**src/rtl/button_event_detector.sv**
```systemverilog
// Classifies debounced button activity into short press, long press and double click.
// Every output is registered; pulses last exactly one clk cycle.
module button_event_detector #(
  parameter int LONG_CYCLES = 50_000_000,
  parameter int GAP_CYCLES  = 10_000_000,
  parameter int CNT_W       = $clog2((LONG_CYCLES > GAP_CYCLES) ? LONG_CYCLES : GAP_CYCLES) + 1
) (
  input  logic       clk,
  input  logic       rst,
  input  logic       pb_debounced,
  output logic       short_press,
  output logic       long_press,
  output logic       double_click,
  output logic       pressed,
  output logic [2:0] dbg_state
);

  localparam logic [2:0] ST_ARM      = 3'd0;
  localparam logic [2:0] ST_IDLE     = 3'd1;
  localparam logic [2:0] ST_PRESSED  = 3'd2;
  localparam logic [2:0] ST_HELD     = 3'd3;
  localparam logic [2:0] ST_WAIT_GAP = 3'd4;
  localparam logic [2:0] ST_SECOND   = 3'd5;

  localparam logic [CNT_W-1:0] LONG_LAST = CNT_W'(LONG_CYCLES - 1);
  localparam logic [CNT_W-1:0] GAP_LAST  = CNT_W'(GAP_CYCLES - 1);

  logic [2:0]       r_state;
  logic [CNT_W-1:0] r_cnt;
  logic             r_short;
  logic             r_long;
  logic             r_double;
  logic             r_pressed;

  logic [2:0]       w_state_nxt;
  logic [CNT_W-1:0] w_cnt_nxt;
  logic             w_short_nxt;
  logic             w_long_nxt;
  logic             w_double_nxt;
  logic             w_pressed_nxt;

  // State, counter and registered outputs.
  always_ff @(posedge clk or posedge rst) begin
    if (rst) begin
      r_state   <= ST_ARM;
      r_cnt     <= '0;
      r_short   <= 1'b0;
      r_long    <= 1'b0;
      r_double  <= 1'b0;
      r_pressed <= 1'b0;
    end else begin
      r_state   <= w_state_nxt;
      r_cnt     <= w_cnt_nxt;
      r_short   <= w_short_nxt;
      r_long    <= w_long_nxt;
      r_double  <= w_double_nxt;
      r_pressed <= w_pressed_nxt;
    end
  end

  // A release always wins over long expiry, and a repress always wins over gap expiry.
  always_comb begin
    w_state_nxt = r_state;
    w_cnt_nxt   = r_cnt;
    case (r_state)
      ST_ARM: begin
        if (!pb_debounced) begin
          w_state_nxt = ST_IDLE;
          w_cnt_nxt   = '0;
        end
      end
      ST_IDLE: begin
        if (pb_debounced) begin
          w_state_nxt = ST_PRESSED;
          w_cnt_nxt   = '0;
        end
      end
      ST_PRESSED: begin
        if (!pb_debounced) begin
          w_state_nxt = ST_WAIT_GAP;
          w_cnt_nxt   = '0;
        end else if (r_cnt == LONG_LAST) begin
          w_state_nxt = ST_HELD;
          w_cnt_nxt   = '0;
        end else begin
          w_cnt_nxt = r_cnt + CNT_W'(1);
        end
      end
      ST_HELD: begin
        if (!pb_debounced) begin
          w_state_nxt = ST_IDLE;
          w_cnt_nxt   = '0;
        end
      end
      ST_WAIT_GAP: begin
        if (pb_debounced) begin
          w_state_nxt = ST_SECOND;
          w_cnt_nxt   = '0;
        end else if (r_cnt == GAP_LAST) begin
          w_state_nxt = ST_IDLE;
          w_cnt_nxt   = '0;
        end else begin
          w_cnt_nxt = r_cnt + CNT_W'(1);
        end
      end
      ST_SECOND: begin
        if (!pb_debounced) begin
          w_state_nxt = ST_IDLE;
          w_cnt_nxt   = '0;
        end
      end
      default: begin
        w_state_nxt = ST_ARM;
        w_cnt_nxt   = '0;
      end
    endcase
  end

  // Pulses decode the transition taken; the pressed level decodes the destination.
  always_comb begin
    w_long_nxt    = (r_state == ST_PRESSED)  && (w_state_nxt == ST_HELD);
    w_short_nxt   = (r_state == ST_WAIT_GAP) && (w_state_nxt == ST_IDLE);
    w_double_nxt  = (r_state == ST_WAIT_GAP) && (w_state_nxt == ST_SECOND);
    w_pressed_nxt = (w_state_nxt == ST_PRESSED) || (w_state_nxt == ST_HELD) ||
                    (w_state_nxt == ST_SECOND);
  end

  assign short_press  = r_short;
  assign long_press   = r_long;
  assign double_click = r_double;
  assign pressed      = r_pressed;
  assign dbg_state    = r_state;

endmodule

```
**config.mk**
```make
export PLATFORM = sky130hd
export DESIGN_NAME = button_event_detector
export DESIGN_NICKNAME = d
export VERILOG_FILES = /design/src/rtl/button_event_detector.sv
export SDC_FILE = /design/constraint.sdc
export NUM_CORES = 1
export LEC_CHECK = 0
export BUFFER_PORTS_ARGS = -buffer_cell sky130_fd_sc_hd__clkbuf_2
export CORE_UTILIZATION = 32
export CTS_CLUSTER_SIZE = 25
export DETAILED_ROUTE_END_ITERATION = 7
export HOLD_SLACK_MARGIN = 0.03
export PLACE_DENSITY = 0.44
export SLEW_MARGIN = 25
export SYNTH_ARGS = -nofsm -noshare
export SYNTH_HDL_FRONTEND = slang
export SYNTH_SLANG_ARGS = --single-unit
```
**constraint.sdc**
```tcl
create_clock -name clk -period 2.7 [get_ports clk]
set_input_delay 0.54 -clock clk [delete_from_list [all_inputs] [get_ports clk]]
set_output_delay 0.54 -clock clk [all_outputs]
set_load 0.005 [all_outputs]
```
==> flow_summary.toml <==
[setup_path]
end_kind = "register"
crit_slowest_cell = "a2111o_2"
crit_chain = "ha_1 -> nand3_2 -> or3_4 -> a2111o_2 -> or4_1 -> a22oi_2"
crit_fanout = 15
startpoint_type = "register"
arrival_ns = 2.71
critPathBufInv = 0
path_delay_family = "simple AND/OR/NAND/NOR gates"
cpPeakStageDelay_ns = 0.55
crit_type = "register to register"
worstPathRequired_ns = 2.91

[synthesis]
syn_area_per_cell_um2 = 8.98
synth-warning-count = 0
synthesis.instances = 232
synth.cell_area_um2 = 2080
yosys_most_used_dff = "dfrtp_1"
ys_seq_area_share_pct = 40.8
ys_types = 53
ys_ff_latch = 34
synth_edf_count = 0
syn-num-nets = 236
synth-async-reset-ratio_pct = 100

[global_routing]
grt_pass1_vias = 1852
met1_usage_pct = 24.9
overflow = 0
grt_antenna_before_repair = 0
grt_pass1_wl_mm = 9.40
grt_usage_pct = 18.6
grtUsageMet2_pct = 30.5
top_usage_layer = "met2"
use_met3_pct = 3.63
grt_max_degree = 35

[cells_and_area]
mostFrequentLayoutCells = "dfrtp_1 (34), nand2_1 (27), buf_4 (15), nor2_1 (13), o21ai_0 (12)"
final_common_cell = "dfrtp_1"
synthToLayoutAreaGrowth_pct = 14.3
diodes = 0
final_area_um2 = 2380
fillerInstances = 660
nNetsFinal = 257
drive_gt1_share_pct = 16.1
final_cells = 331

[run_status]
outcome = "finished, final reports clean"

[floorplan]
die_y_um = 82.7
core_um2 = 6310
floorplan.initialDensity_pct = 33.0
die_w_um = 82.7
io_pins = 10
die_area_um2 = 6840
fp-row-count = 29

[placed_design]
dp_cells = 323
io_buffers = 9
gp_congestion = 0.780
pre_cts_ws_ns = 0.207
place_area_um2 = 2290
dp_hpwl_mm = 3.89

[cts]
post_cts.repair.setup_buffers = 0
cts_made_buffers = 5
clkTransAtPathRegs_ns = 0.08
h-tree-depth = 2
clk_latency_ns = 0.29
clockBufferDepth = 2
cts_tree = "done"
cts_root_buffer = "clkbuf_8"
numClockSinks = 34

[sta]
worst_slack_ns = 0.199
worst_pin_slew_ns = 0.543
setup_viol = 0
fmax_mhz = 400
fin_crit_ns = 2.50
setup_tns_ns = 0
hold_viol_final = 0
rsz0062_at_grt = "false"
finalMaxSlewViolations = 0
fin_worst_skew_ns = 0.0128
max_slew_margin_pct = 63.5
fin_crit_sh_pct = 92.6

[detailed_routing]
drt-pass1-iter-count = 4
vias = 1857
final_antenna_net_count = 0
drt-vias-per-instance = 5.61
drcViolationCount = 0
wl_mm = 5.55
post_drt_wl_per_cell_um = 16.8
drt_iter0_markers = 80

[worst_hold_path]
hold_class = "input port to asynchronous set/reset pin"

[run]
cap_violations = 0

[pwr]
p_total_uw = 1520
worst_ir_drop_vdd_mv = 0.370
p_leak_uw = 0.000949
p_per_area_nw_per_um2 = 640
final cells by class:
type / instances / area, um^2 / share of cell area [%]
Sequential cell: 34 / 851 / 35.7
Clock buffer: 7 / 86.3 / 3.62
Tap cell: 77 / 96.3 / 4.04
Timing Repair Buffer: 24 / 158 / 6.62
Multi-Input combinational cell: 179 / 1150 / 48.4
Inverter: 9 / 33.8 / 1.42
Clock inverter: 1 / 5.00 / 0.210
sequential cells by signal (all words and copies together) (netlist names):
register	cells
r_cnt	27
pressed	1
short_press	1
double_click	1
long_press	1
dbg_state	3
cells in the mapped netlist, types with 2 or more instances:
master	instances	area (um^2)
o221ai_1	3	26.3
nand2b_1	5	31.3
mux2i_1	2	20.0
dfrtp_1	34	851
a31oi_1	2	12.5
buf_2	3	15.0
o21ai_2	2	17.5
and3_1	3	18.8
inv_1	9	33.8
nand3_1	7	35.0
o21ai_1	2	10.0
o211ai_1	4	30.0
o21ai_0	12	60.1
or4_1	4	30.0
clkbuf_1	4	15.0
a21o_1	2	15.0
or3_1	6	37.5
nand4b_1	2	17.5
nor2b_1	3	18.8
and2_1	5	31.3
buf_4	2	15.0
a311oi_1	2	17.5
nand4_1	6	37.5
a22oi_1	9	67.6
and4_1	2	17.5
nor2_1	13	48.8
or4b_1	2	20.0
xnor2_1	7	61.3
a21oi_1	10	50.1
o41ai_1	2	17.5
o31ai_1	4	30.0
nor4_1	7	43.8
nand2_1	27	101
xor2_1	2	17.5
nor3_1	5	25.0
cells by family (layout without fill, tap and decap cells):
family                   count (synthesis)  after routing  synth area share (%)
AND/OR/NAND/NOR                        105            105                  29.2
AO/OA/AOI/OAI                           62             62                  20.7
flip-flops                              34             34                  40.8
buffers and inverters                   19             41                  3.96
XOR/XNOR                                 9              9                  3.78
multiplexers                             2              2                 0.960
adder cells (fa/ha/maj)                  1              1                 0.600
per-layer routing:
metal	share of wire [%]	up-vias
li1	-	927
met5	0	-
met3	2.5	8
met4	1.2	0
met2	47	26
met1	50	896
final timing paths:
path	endpoint	start	slack, ns	cells past startpoint
setup / recovery	r_cnt[26]	r_cnt[0]	0.20	6
hold / removal	r_cnt[7]	rst	0.33	3
setup reg to reg	r_cnt[26]	r_cnt[0]	0.20	6
hold reg to reg	r_cnt[1]	r_cnt[1]	0.51	2
max in group asynchronous	r_cnt[24]	rst	2.04	3
min in group clk	r_cnt[1]	r_cnt[1]	0.51	2
where the power goes:
group,switching [uW],internal (uW)
combinational,361,192
clock,190,206
sequential,30.2,545
total,582,943
what timing repair did:
item | 4_1_cts | 5_1_grt
hold buffers | 0 | 0
setup endpoints to repair | 0 | 1
resized for setup | 0 | 1
tightest hold or removal path, delay by kind of cell:
kind | cells | cell delay [ns]
buffers and inverters | 3 | 0.51
per-stage QoR:
step / hold slack (ns) / utilization, %
floorplan: 0.467 / -
global placement: 0.482 / 36.3
detailed placement: 0.495 / 36.3
CTS: 0.346 / 37.7
global route: 0.383 / 37.7
finish: 0.327 / 37.7
No activity file was read; power rests on OpenSTA's default activity.
